===== config.mk =====
export PLATFORM = sky130hd
export DESIGN_NAME = instr_mem_loader
export DESIGN_NICKNAME = d
export VERILOG_FILES = /design/src/rtl/instr_mem_loader.sv
export SDC_FILE = /design/constraint.sdc
export NUM_CORES = 1
export LEC_CHECK = 0
export CAP_MARGIN = 10
export CORE_ASPECT_RATIO = 1.1
export CORE_MARGIN = 1
export CORE_UTILIZATION = 52
export DETAILED_ROUTE_END_ITERATION = 8
export GPL_ROUTABILITY_DRIVEN = 0
export GPL_TIMING_DRIVEN = 1
export PLACE_DENSITY = 0.85
export SYNTH_ARGS = -nofsm -noshare
export SYNTH_HDL_FRONTEND = slang
export SYNTH_SLANG_ARGS = --single-unit

===== constraint.sdc =====
create_clock -name clk -period 3.05 [get_ports clk]
set_input_delay 0.61 -clock clk [delete_from_list [all_inputs] [get_ports clk]]
set_output_delay 0.61 -clock clk [all_outputs]
set_load 0.01 [all_outputs]

===== src/rtl/instr_mem_loader.sv =====
// instr_mem_loader: packs a little-endian byte stream into 32-bit words and writes them from address 0.
// Define INSTR_MEM_LOADER_CSUM_EN to add a trailing XOR checksum byte and a csum_err flag.
module instr_mem_loader #(
  parameter int DEPTH  = 8000,
  parameter int ADDR_W = 13
) (
  input  logic              clk,
  input  logic              rst_n,
  input  logic              start,
  input  logic              abort,
  input  logic [ADDR_W-1:0] num_words,
  input  logic              byte_valid,
  input  logic [7:0]        byte_data,
  output logic              byte_ready,
  output logic              mem_we,
  output logic [ADDR_W-1:0] mem_addr,
  output logic [31:0]       mem_wdata,
  output logic              busy,
  output logic              done,
`ifdef INSTR_MEM_LOADER_CSUM_EN
  output logic              csum_err,
`endif
  output logic              err_len
);
  typedef enum logic [2:0] {
    IDLE,
    LOAD,
    WRITE,
`ifdef INSTR_MEM_LOADER_CSUM_EN
    CSUM,
`endif
    DONE
  } state_t;
  localparam logic [ADDR_W:0] DEPTH_W = (ADDR_W+1)'(DEPTH);
  state_t            state_q;
  logic [ADDR_W-1:0] cnt_q, addr_q;
  logic [1:0]        bcnt_q;
  logic [31:0]       word_q;
  logic              rdy_q, we_q, busy_q, done_q, err_q;
  logic              len_bad, last_word;
`ifdef INSTR_MEM_LOADER_CSUM_EN
  logic [7:0]        xor_q;
  logic              cerr_q;
  assign csum_err = cerr_q;
`endif
  assign len_bad    = {1'b0, num_words} > DEPTH_W;
  assign last_word  = addr_q == cnt_q - ADDR_W'(1);
  // abort takes effect in its own cycle, so the strobes are masked combinationally
  assign byte_ready = rdy_q & ~abort;
  assign mem_we     = we_q & ~abort;
  assign done       = done_q & ~abort;
  assign busy       = busy_q;
  assign err_len    = err_q;
  assign mem_addr   = addr_q;
  assign mem_wdata  = word_q;
  always_ff @(posedge clk or negedge rst_n) begin
    if (!rst_n) begin
      state_q <= IDLE;
      cnt_q   <= '0;
      addr_q  <= '0;
      bcnt_q  <= '0;
      word_q  <= '0;
      rdy_q   <= 1'b0;
      we_q    <= 1'b0;
      busy_q  <= 1'b0;
      done_q  <= 1'b0;
      err_q   <= 1'b0;
`ifdef INSTR_MEM_LOADER_CSUM_EN
      xor_q   <= '0;
      cerr_q  <= 1'b0;
`endif
    end else begin
      we_q   <= 1'b0;
      done_q <= 1'b0;
      if (abort) begin
        state_q <= IDLE;
        rdy_q   <= 1'b0;
        busy_q  <= 1'b0;
        bcnt_q  <= '0;
      end else begin
        case (state_q)
          IDLE: if (start) begin
            if (len_bad) begin
              err_q <= 1'b1;
            end else begin
              err_q  <= 1'b0;
              cnt_q  <= num_words;
              addr_q <= '0;
              bcnt_q <= '0;
              busy_q <= 1'b1;
`ifdef INSTR_MEM_LOADER_CSUM_EN
              xor_q   <= '0;
              cerr_q  <= 1'b0;
              state_q <= (num_words == '0) ? CSUM : LOAD;
              rdy_q   <= 1'b1;
`else
              state_q <= (num_words == '0) ? DONE : LOAD;
              rdy_q   <= num_words != '0;
              done_q  <= num_words == '0;
`endif
            end
          end
          LOAD: if (byte_valid) begin
            word_q[{bcnt_q, 3'b000} +: 8] <= byte_data;
            bcnt_q <= bcnt_q + 2'd1;
`ifdef INSTR_MEM_LOADER_CSUM_EN
            xor_q <= xor_q ^ byte_data;
`endif
            if (bcnt_q == 2'd3) begin
              state_q <= WRITE;
              rdy_q   <= 1'b0;
              we_q    <= 1'b1;
            end
          end
          WRITE: if (last_word) begin
`ifdef INSTR_MEM_LOADER_CSUM_EN
            state_q <= CSUM;
            rdy_q   <= 1'b1;
`else
            state_q <= DONE;
            done_q  <= 1'b1;
`endif
          end else begin
            addr_q  <= addr_q + ADDR_W'(1);
            state_q <= LOAD;
            rdy_q   <= 1'b1;
          end
`ifdef INSTR_MEM_LOADER_CSUM_EN
          CSUM: if (byte_valid) begin
            cerr_q  <= byte_data != xor_q;
            state_q <= DONE;
            rdy_q   <= 1'b0;
            done_q  <= 1'b1;
          end
`endif
          DONE: begin
            state_q <= IDLE;
            busy_q  <= 1'b0;
          end
          default: begin
            state_q <= IDLE;
            rdy_q   <= 1'b0;
            busy_q  <= 1'b0;
          end
        endcase
      end
    end
  end
endmodule


==> Word-level counts from Yosys, hierarchy flattened <==
Cells that the tools add are included.
{ "op_classes": {"shifts": 2, "eq_ne": 15, "reduce_logical": 14, "n_addsub": 4, "n_bitwise": 5, "mux": 39, "order_cmp": 1} }
{ "ops": {"columns": ["op", "n"], "rows": [
  ["$mux W13", 3],
  ["$bwmux W32", 1],
  ["$shift A8 B7 Y32 const A", 1],
  ["$shiftx A8 B7 Y32", 1],
  ["$pmux W13 S2", 1],
  ["$mux W1", 18],
  ["$mux W3", 5],
  ["$ne A3 B3 Y1 const B", 5],
  ["$add A13 B1 Y13 const B", 1],
  ["$eq A13 B13 Y1", 1],
  ["$gt A13 B13 Y1 const B", 1],
  ["$logic_not A13 Y1", 1],
  ["$reduce_bool A13 Y1", 1],
  ["$sub A13 B1 Y13 const B", 1],
  ["$mux W2", 6],
  ["$reduce_and A4 Y1", 3],
  ["$pmux W3 S3", 1],
  ["$reduce_and A3 Y1", 3],
  ["$ne A2 B2 Y1 const B", 4],
  ["$neg A5 Y7", 1],
  ["$eq A3 B2 Y1 const B", 2],
  ["$reduce_and A6 Y1", 1],
  ["$reduce_and A5 Y1", 1],
  ["$pmux W1 S2", 2],
  ["12 further kinds", 15]
]} }
{ "word_totals": {"elab_cells": 90, "out_inout_bits": 50, "input_bits": 26, "reg_bits": 68} }

==> Logic depth before layout (Yosys ltp) <==
Gate-level depths: netlist (run 1).
{ "logic_depth": {"word_depth": 6, "mapped_depth": 11} }

==> Worst setup path before layout (run 1) <==
OpenSTA, ideal clock, no wires.
{ "synth_timing": {"path_kind": "input to register", "from": "input num_words[1]", "to": "register addr_q[8] (netlist: mem_addr[8])", "t_arrival_ns": 2.450, "setup_ns": 0.135, "cell_stages": 8, "required_ns": 2.915, "n_path_buf": 1, "slack_ns": 0.465, "cell_sequence": "or4_1 -> o31a_1 -> o2111ai_2 -> nand3_2 -> o31a_1 -> buf_4 -> o31ai_4 -> o41ai_2"} }
{ "synth_between": {"elab_chain_cells": 3} }
{ "synth_lines": {"columns": ["item", "line", "rtl"], "rows": [
  ["start, declared", "11", "input logic [ADDR_W-1:0] num_words,"],
  ["$gt A13 B13 Y1", "46", "assign len_bad = {1'b0, num_words} > DEPTH_W;"],
  ["$ne A2 B2 Y1 (no source line)", null, null],
  ["$reduce_and A5 Y1 (no source line)", null, null],
  ["end signal, assigned", "124", "addr_q <= addr_q + ADDR_W'(1);"],
  ["end, declared", "36", "logic [ADDR_W-1:0] cnt_q, addr_q;"]
]} }
Every way passes these cells.
A chain may end at the register's enable or synchronous reset.

==> Final worst setup path (run 1) <==
{ "layout_timing": {"from": "input num_words[1]", "to": "register addr_q[5] (netlist: mem_addr[5])"} }
Same word-level chain as after synthesis.

==> metrics.md, run 1 <==
| Metric | Value |
|---|---|
| Share of synthesized area occupied by flip-flops and latches | `44.0%` |
| Clock period minus final worst setup slack | `2.81 ns` |
| Worst hold path class | `in2async` |
| Mapped Cells | `around 400` |
| Count of pins on the block boundary | `between 70 and 80` |
| Fill cell total of the finished layout | `about 520` |
| Post-detailed-placement half-perimeter wirelength | `6.97 mm` |
| Reg2Reg Setup Slack | `0.28 ns` |
| Cell at the root of the clock tree | `sky130_fd_sc_hd__clkbuf_8` |
| Number of placed cells counting well taps | `between 500 and 600` |
| CTS tree | `done` |
| Met3 Wirelength | `592 um` |
| Die Area | `0.00767 mm2` |
| Area taken by flip-flops and latches | `0.00168 mm2` |
| Cts hold-fix bufs | `0` |
| Multi-input combinational cell area | `0.00200 mm2` |
| Worst-case reg-to-reg path depth | `9` |
| Clock Sink Count | `67` |
| Number of antenna violations at the first check in global routing | `0` |
| Maximum Capacitance Violations | `0` |
| # rows | `32` |
| CTS Buffer Depth | `2` |
| H-tree levels | `3` |
| LEAKAGE | `2.01 nW` |
| Via count of the first global-routing pass | `3272` |
| Transition at the pin with the smallest max-transition slack | `about 0.84 ns` |
| EDFF count, synth | `0` |
| Clk_skew | `0.0117 ns` |
| Detail Route Antenna Nets | `0` |
| Clock latency of the later-clocked register in the worst-skew pair | `0.35 ns` |
| Setup repair after global routing missed its margin | `no` |
| Largest area contributor in the netlist | `sky130_fd_sc_hd__dfrtp_1` |
| Number of CTS-inserted buffers | `9` |
| Die span in y | `91.7 um` |
| Required time at the endpoint of the critical path | `3.34 ns` |
| Final cell count without fillers | `574` |
| Max-slew violation total from the final report | `0` |
| P per Cell Area | `686 mW/mm2` |
| Pin count of the biggest net entering global routing | `68` |
| Total Routing Usage GR | `26.0%` |
| Area of placed instances | `0.00467 mm2` |
| Global-route congestion overflow total | `0` |
| Number of remaining DRC errors | `0` |
| Antenna Diode Count | `0` |
| Clock slew seen by the registers of the worst setup and hold paths | `0.07 ns` |
| Global-route wire length before repair | `15.8 mm` |
| Count of endpoints failing setup in the final report | `0` |
| Commonest non-fill, non-tap cells in the layout | `sky130_fd_sc_hd__nand2_1, sky130_fd_sc_hd__clkdlybuf4s50_1, sky130_fd_sc_hd__dfrtp_1` |
| Worst endpoint data arrival time | `3.10 ns` |
| Unique masters post-synth | `63` |
| Total Nets Final | `524` |
| Routed metal-1 wirelength | `a little over 4 mm` |
| Post-synth ARST share | `100%` |
| Initial DRT Pass Iterations | `4` |
| Vias per cell | `5.94` |
| Post-synthesis register bit count | `67` |
| Met2 wire len | `4.86 mm` |
| Combined area of all synthesized cells | `0.00381 mm2` |
| Core outline area | `0.00705 mm2` |
| Sum Neg Setup Slack | `0 ns` |
| Maximum resistive drop on vdd | `0.620 mV` |
| Crit-path max FO | `13` |
| Routed length per instance | `16.9 um` |
| Max-Slew Margin vs Limit | `43.8%` |
| Total Routed Length | `approximately 9.7 mm` |
| Top layer used by detailed routing | `met4` |
| Maximum achievable frequency | `355 MHz` |
| Kind of capture point of the worst setup path | `flop` |
| Via total after detailed routing | `3407` |
| Setup crit start kind | `input pin` |
| Period utilisation layout | `slightly above 90%` |
| Mean instance size in the synthesized netlist | `9.49 um2` |
| Leading post-synthesis cells by cell area | `sky130_fd_sc_hd__dfrtp_1, sky130_fd_sc_hd__nand2_1, sky130_fd_sc_hd__o21ai_0` |
| Category of the most critical setup path | `in2reg` |
| Reg-to-Reg Start | `cnt_q[0]` |
| Initial cell density of the core | `between 50% and 60%` |
| Area of all placed cells without fillers | `0.00491 mm2` |
| Resized Gates After CTS | `0` |
| Hold slack final | `between 0.4 and 0.5 ns` |
| P&R area growth vs syn | `29.0%` |
| Prevailing post-synth register cell | `sky130_fd_sc_hd__dfrtp_1` |
| Total of buffers placed on input and output ports | `75` |
| Final hold violation count | `0` |
| Yosys top cell area share | `44.0%` |
| Most common library cell in the layout ignoring fill and taps | `sky130_fd_sc_hd__nand2_1` |
| Yosys warns | `0` |
| Post-synth net total | `440` |
| Die Wd | `83.6 um` |
| Worst reg2reg endpoint | `mem_addr[8]` |
| Number of buffers added for setup after CTS | `0` |
| Initial drt markers | `248` |
| Run status | `finished, final reports clean` |
| Fraction of final layout cells with drive strength greater than 1 | `13.1%` |
[synthesized netlist by cell type, types with 4 or more instances]
library cell,count
sky130_fd_sc_hd__nand2_1,86
sky130_fd_sc_hd__dfrtp_1,67
sky130_fd_sc_hd__o21ai_0,41
sky130_fd_sc_hd__nor2_1,22
sky130_fd_sc_hd__ha_1,13
sky130_fd_sc_hd__inv_1,13
sky130_fd_sc_hd__mux2_2,13
sky130_fd_sc_hd__xnor2_1,11
sky130_fd_sc_hd__nor3_1,10
sky130_fd_sc_hd__o31ai_1,10
sky130_fd_sc_hd__nand3_1,9
sky130_fd_sc_hd__clkbuf_1,7
sky130_fd_sc_hd__a21oi_1,6
sky130_fd_sc_hd__a31oi_1,5
sky130_fd_sc_hd__and2_1,5
sky130_fd_sc_hd__and3_1,5
sky130_fd_sc_hd__xor2_1,5
sky130_fd_sc_hd__nor2b_1,4
[flip-flops by register name (all words and copies together) (netlist names)]
signal     cells
bcnt_q         2
busy           1
cnt_q         13
done_q         1
err_len        1
mem_addr      13
mem_wdata     32
rdy_q          1
state_q        2
we_q           1
[layout make-up]
type,count,area share (%)
sequential,67,34.1
timing repair buffer,87,17.0
clock inverter,6,2.34
tap,85,2.17
inverter,13,0.994
multi-input combinational,307,40.8
clock buffer,9,2.52
[worst max path at each step]
stage                       startpoint          end  depth (start not counted)
final                     num_words[1]  mem_addr[5]                          8
after global routing          cnt_q[0]   state_q[1]                          9
after CTS                 num_words[1]  mem_addr[2]                          8
after detailed placement  num_words[1]  mem_addr[2]                          8
after global placement    num_words[1]  mem_addr[5]                          8
after floorplan           num_words[1]  mem_addr[8]                          8
[critical path, stage by stage]
cell                              delay, ns
sky130_fd_sc_hd__clkdlybuf4s50_1       0.46
sky130_fd_sc_hd__or4_1                 0.57
sky130_fd_sc_hd__o31a_1                0.27
sky130_fd_sc_hd__o2111ai_2             0.22
sky130_fd_sc_hd__nand3_2               0.15
sky130_fd_sc_hd__o31a_1                0.32
sky130_fd_sc_hd__nor3_2                0.34
sky130_fd_sc_hd__a22o_1                0.17
[layer usage]
metal	global-route usage, %	vias up
li1	-	1593
met1	33.8	1667
met2	42.1	129
met3	6.12	18
met4	10.5	0
met5	0	-
[through the flow]
| step | util (%) | setup slack, ns | total power, mW |
|---|---|---|---|
| final | 69.7 | 0.235 | 3.37 |
| after global routing | 69.7 | 0.0836 | 3.54 |
| after CTS | 69.7 | 0.278 | 3.37 |
| after detailed placement | 66.3 | -0.0906 | 2.47 |
| after global placement | 66.3 | 0.00396 | 2.41 |
| after floorplan | - | 0.465 | 2.05 |
[logic make-up after synthesis]
kind of cell	synth area share [%]
flip-flops	44.0
multiplexers	3.84
buffers and inverters	3.35
AND/OR/NAND/NOR	22.7
adder cells (fa/ha/maj)	4.27
AO/OA/AOI/OAI	18.1
XOR/XNOR	3.68
[report_power, final]
part | leakage (nW) | switching, mW | internal [mW]
registers | 0.893 | 0.249 | 1.06
clock network | 0.115 | 0.361 | 0.541
logic | 0.997 | 0.589 | 0.569
total | 2.01 | 1.20 | 2.17
(Power assumes the default switching activity.)
==> inputs of run 2 (changes only) <==
--- a/config.mk
+++ b/config.mk
@@ -13,6 +13,7 @@
 export GPL_ROUTABILITY_DRIVEN = 0
 export GPL_TIMING_DRIVEN = 1
 export PLACE_DENSITY = 0.85
+export SLEW_MARGIN = 10
 export SYNTH_ARGS = -nofsm -noshare
 export SYNTH_HDL_FRONTEND = slang
 export SYNTH_SLANG_ARGS = --single-unit
==> results of run 2 <==
No change in the layout: final DEF, timing and power equal those of run 1.
==> inputs of run 3 (changes only) <==
--- a/config.mk
+++ b/config.mk
@@ -13,6 +13,7 @@
 export GPL_ROUTABILITY_DRIVEN = 0
 export GPL_TIMING_DRIVEN = 1
 export PLACE_DENSITY = 0.85
+export SETUP_SLACK_MARGIN = 0.3
 export SLEW_MARGIN = 10
 export SYNTH_ARGS = -nofsm -noshare
 export SYNTH_HDL_FRONTEND = slang
==> metrics.md, run 3 (synthesized netlist as in run 1, its figures left out) <==
| Metric | Value |
|---|---|
| Via count of the first global-routing pass | `3279 (+0.21%)` |
| Cts hold-fix bufs | `0 (unchanged)` |
| Die Area | `0.00767 mm2 (unchanged)` |
| Die span in y | `91.7 um (unchanged)` |
| Sum Neg Setup Slack | `0 ns (unchanged)` |
| Required time at the endpoint of the critical path | `3.26 ns (-0.08 ns)` |
| Run status | `finished, final reports clean` |
| Final hold violation count | `0 (unchanged)` |
| Detail Route Antenna Nets | `0 (unchanged)` |
| Pin count of the biggest net entering global routing | `68 (unchanged)` |
| Cell at the root of the clock tree | `sky130_fd_sc_hd__clkbuf_8` |
| CTS Buffer Depth | `2 (unchanged)` |
| Crit-path max FO | `13 (unchanged)` |
| Setup repair after global routing missed its margin | `yes` |
| Clk_skew | `0.0137 ns (+0.00199 ns)` |
| Number of CTS-inserted buffers | `9 (unchanged)` |
| Post-detailed-placement half-perimeter wirelength | `6.97 mm (unchanged)` |
| LEAKAGE | `2.03 nW (+1.1%)` |
| Initial cell density of the core | `54.0% (unchanged)` |
| Setup crit start kind | `input pin` |
| Via total after detailed routing | `3420 (+0.38%)` |
| H-tree levels | `3 (unchanged)` |
| Initial drt markers | `236 (-4.8%)` |
| Category of the most critical setup path | `in2reg` |
| Count of endpoints failing setup in the final report | `0 (unchanged)` |
| Total of buffers placed on input and output ports | `75 (unchanged)` |
| Worst endpoint data arrival time | `3.00 ns (-0.10 ns)` |
| Max-slew violation total from the final report | `0 (unchanged)` |
| Multi-input combinational cell area | `0.00205 mm2 (+2.2%)` |
| P per Cell Area | `689 mW/mm2 (+0.52%)` |
| Clock Sink Count | `67 (unchanged)` |
| Fraction of final layout cells with drive strength greater than 1 | `14.7% (+1.6 points)` |
| Commonest non-fill, non-tap cells in the layout | `sky130_fd_sc_hd__nand2_1, sky130_fd_sc_hd__clkdlybuf4s50_1, sky130_fd_sc_hd__dfrtp_1` |
| Most common library cell in the layout ignoring fill and taps | `sky130_fd_sc_hd__nand2_1` |
| Transition at the pin with the smallest max-transition slack | `0.838 ns (+0.000948 ns)` |
| Clock period minus final worst setup slack | `2.78 ns (-0.0313 ns)` |
| Maximum achievable frequency | `359 MHz (+1.1%)` |
| Final cell count without fillers | `576 (+0.35%)` |
| Routed length per instance | `17.3 um (+2.1%)` |
| Initial DRT Pass Iterations | `4 (unchanged)` |
| Worst hold path class | `in2async` |
| Period utilisation layout | `91.3% (-1.0 points)` |
| Clock slew seen by the registers of the worst setup and hold paths | `0.07 ns (about the same)` |
| Max-Slew Margin vs Limit | `43.7% (-0.064 points)` |
| Global-route wire length before repair | `15.8 mm (unchanged)` |
| Post-Place Setup Slack | `-0.0906 ns (unchanged)` |
| Fill cell total of the finished layout | `515 (-1.2%)` |
| # rows | `32 (unchanged)` |
| Area taken by flip-flops and latches | `0.00168 mm2 (about the same)` |
| Maximum resistive drop on vdd | `0.620 mV (about the same)` |
| Maximum Capacitance Violations | `0 (unchanged)` |
| Vias per cell | `5.94 (about the same)` |
| Minimum setup slack in the final design | `0.266 ns (+0.0313 ns)` |
| Number of placed cells counting well taps | `559 (unchanged)` |
| Core outline area | `0.00705 mm2 (unchanged)` |
| CTS tree | `done` |
| P&R area growth vs syn | `30.6%` |
| Hold slack final | `0.438 ns (+0.0355 ns)` |
| Number of antenna violations at the first check in global routing | `0 (unchanged)` |
| Kind of capture point of the worst setup path | `flop` |
| Number of remaining DRC errors | `0 (unchanged)` |
| Total Routing Usage GR | `26.0% (about the same)` |
| Clock latency of the later-clocked register in the worst-skew pair | `0.35 ns (about the same)` |
| Count of pins on the block boundary | `76 (unchanged)` |
| Total Routed Length | `9.95 mm (+2.5%)` |
| Flip-flop count of the largest register, all copies and words added | `32 (unchanged)` |
| Global-route congestion overflow total | `0 (unchanged)` |
| Die Wd | `83.6 um (unchanged)` |
| Total Nets Final | `526 (+0.38%)` |
| Antenna Diode Count | `0 (unchanged)` |
-- run 3: changes by cell type in the layout (fill, tap and decap cells not counted), sizes merged --
cell,previous run,this run
buf,13,15
-- run 3: critical path, stage by stage --
cell and delay, ns:
sky130_fd_sc_hd__clkdlybuf4s50_1 0.47, sky130_fd_sc_hd__or4_4 0.56, sky130_fd_sc_hd__o31a_1 0.27, sky130_fd_sc_hd__o2111ai_2 0.22, sky130_fd_sc_hd__nand3_2 0.15, sky130_fd_sc_hd__o31a_2 0.26, sky130_fd_sc_hd__o31ai_1 0.34, sky130_fd_sc_hd__o31ai_1 0.13
-- run 3: routing by layer --
layer  vias up  global-route usage (%)  wire length [um]  share of wire, %
met5         -                       0                 0                 0
met4         0                    10.5               170               1.7
met3        16                    6.12               649               6.5
met2       134                    42.3              5100                51
met1      1667                    33.6              4020                40
li1       1603                       -                 -                 -
-- run 3: final timing paths --
kind                         startpoint           end  slack (ns)  depth (start not counted)
setup / recovery           num_words[1]  mem_addr[11]        0.27                          8
hold / removal                    rst_n  mem_addr[11]        0.44                          2
setup reg to reg               cnt_q[1]   mem_addr[6]        0.42                         11
hold reg to reg            mem_wdata[9]  mem_wdata[9]        0.49                          2
max in group asynchronous         rst_n      cnt_q[0]        2.03                          2
min in group clk           mem_wdata[9]  mem_wdata[9]        0.49                          2
-- run 3: layout make-up --
type                    instances  share of cell area, %
clock buffers                   9                   2.49
clock inverters                 6                   2.32
inverters                      13                  0.982
multi-input cells             307                   41.2
flip-flops and latches         67                   33.8
well taps                      85                   2.14
repair buffers                 89                   17.1
-- run 3: what timing repair did --
item,4_1_cts,5_1_grt
endpoints found under the setup margin,9,12
pin swaps,0,4
resized for setup,3,7
setup buffers,0,2
-- run 3: per-stage QoR --
stage / util (%) / cell area, um2 / power [mW]
final: 70.5 / 4970 / 3.43
after global routing: 70.5 / 4970 / 3.60
after floorplan: - / 3810 / 2.05
after detailed placement: 66.3 / 4670 / 2.47
after global placement: 66.3 / 4670 / 2.41
after CTS: 69.8 / 4920 / 3.38
-- run 3: power by group --
part / total (mW) / internal [mW] / switching [mW] / leakage [nW]
clock network: 0.899 / 0.541 / 0.357 / 0.115
logic: 1.21 / 0.598 / 0.614 / 1.02
registers: 1.32 / 1.06 / 0.258 / 0.892
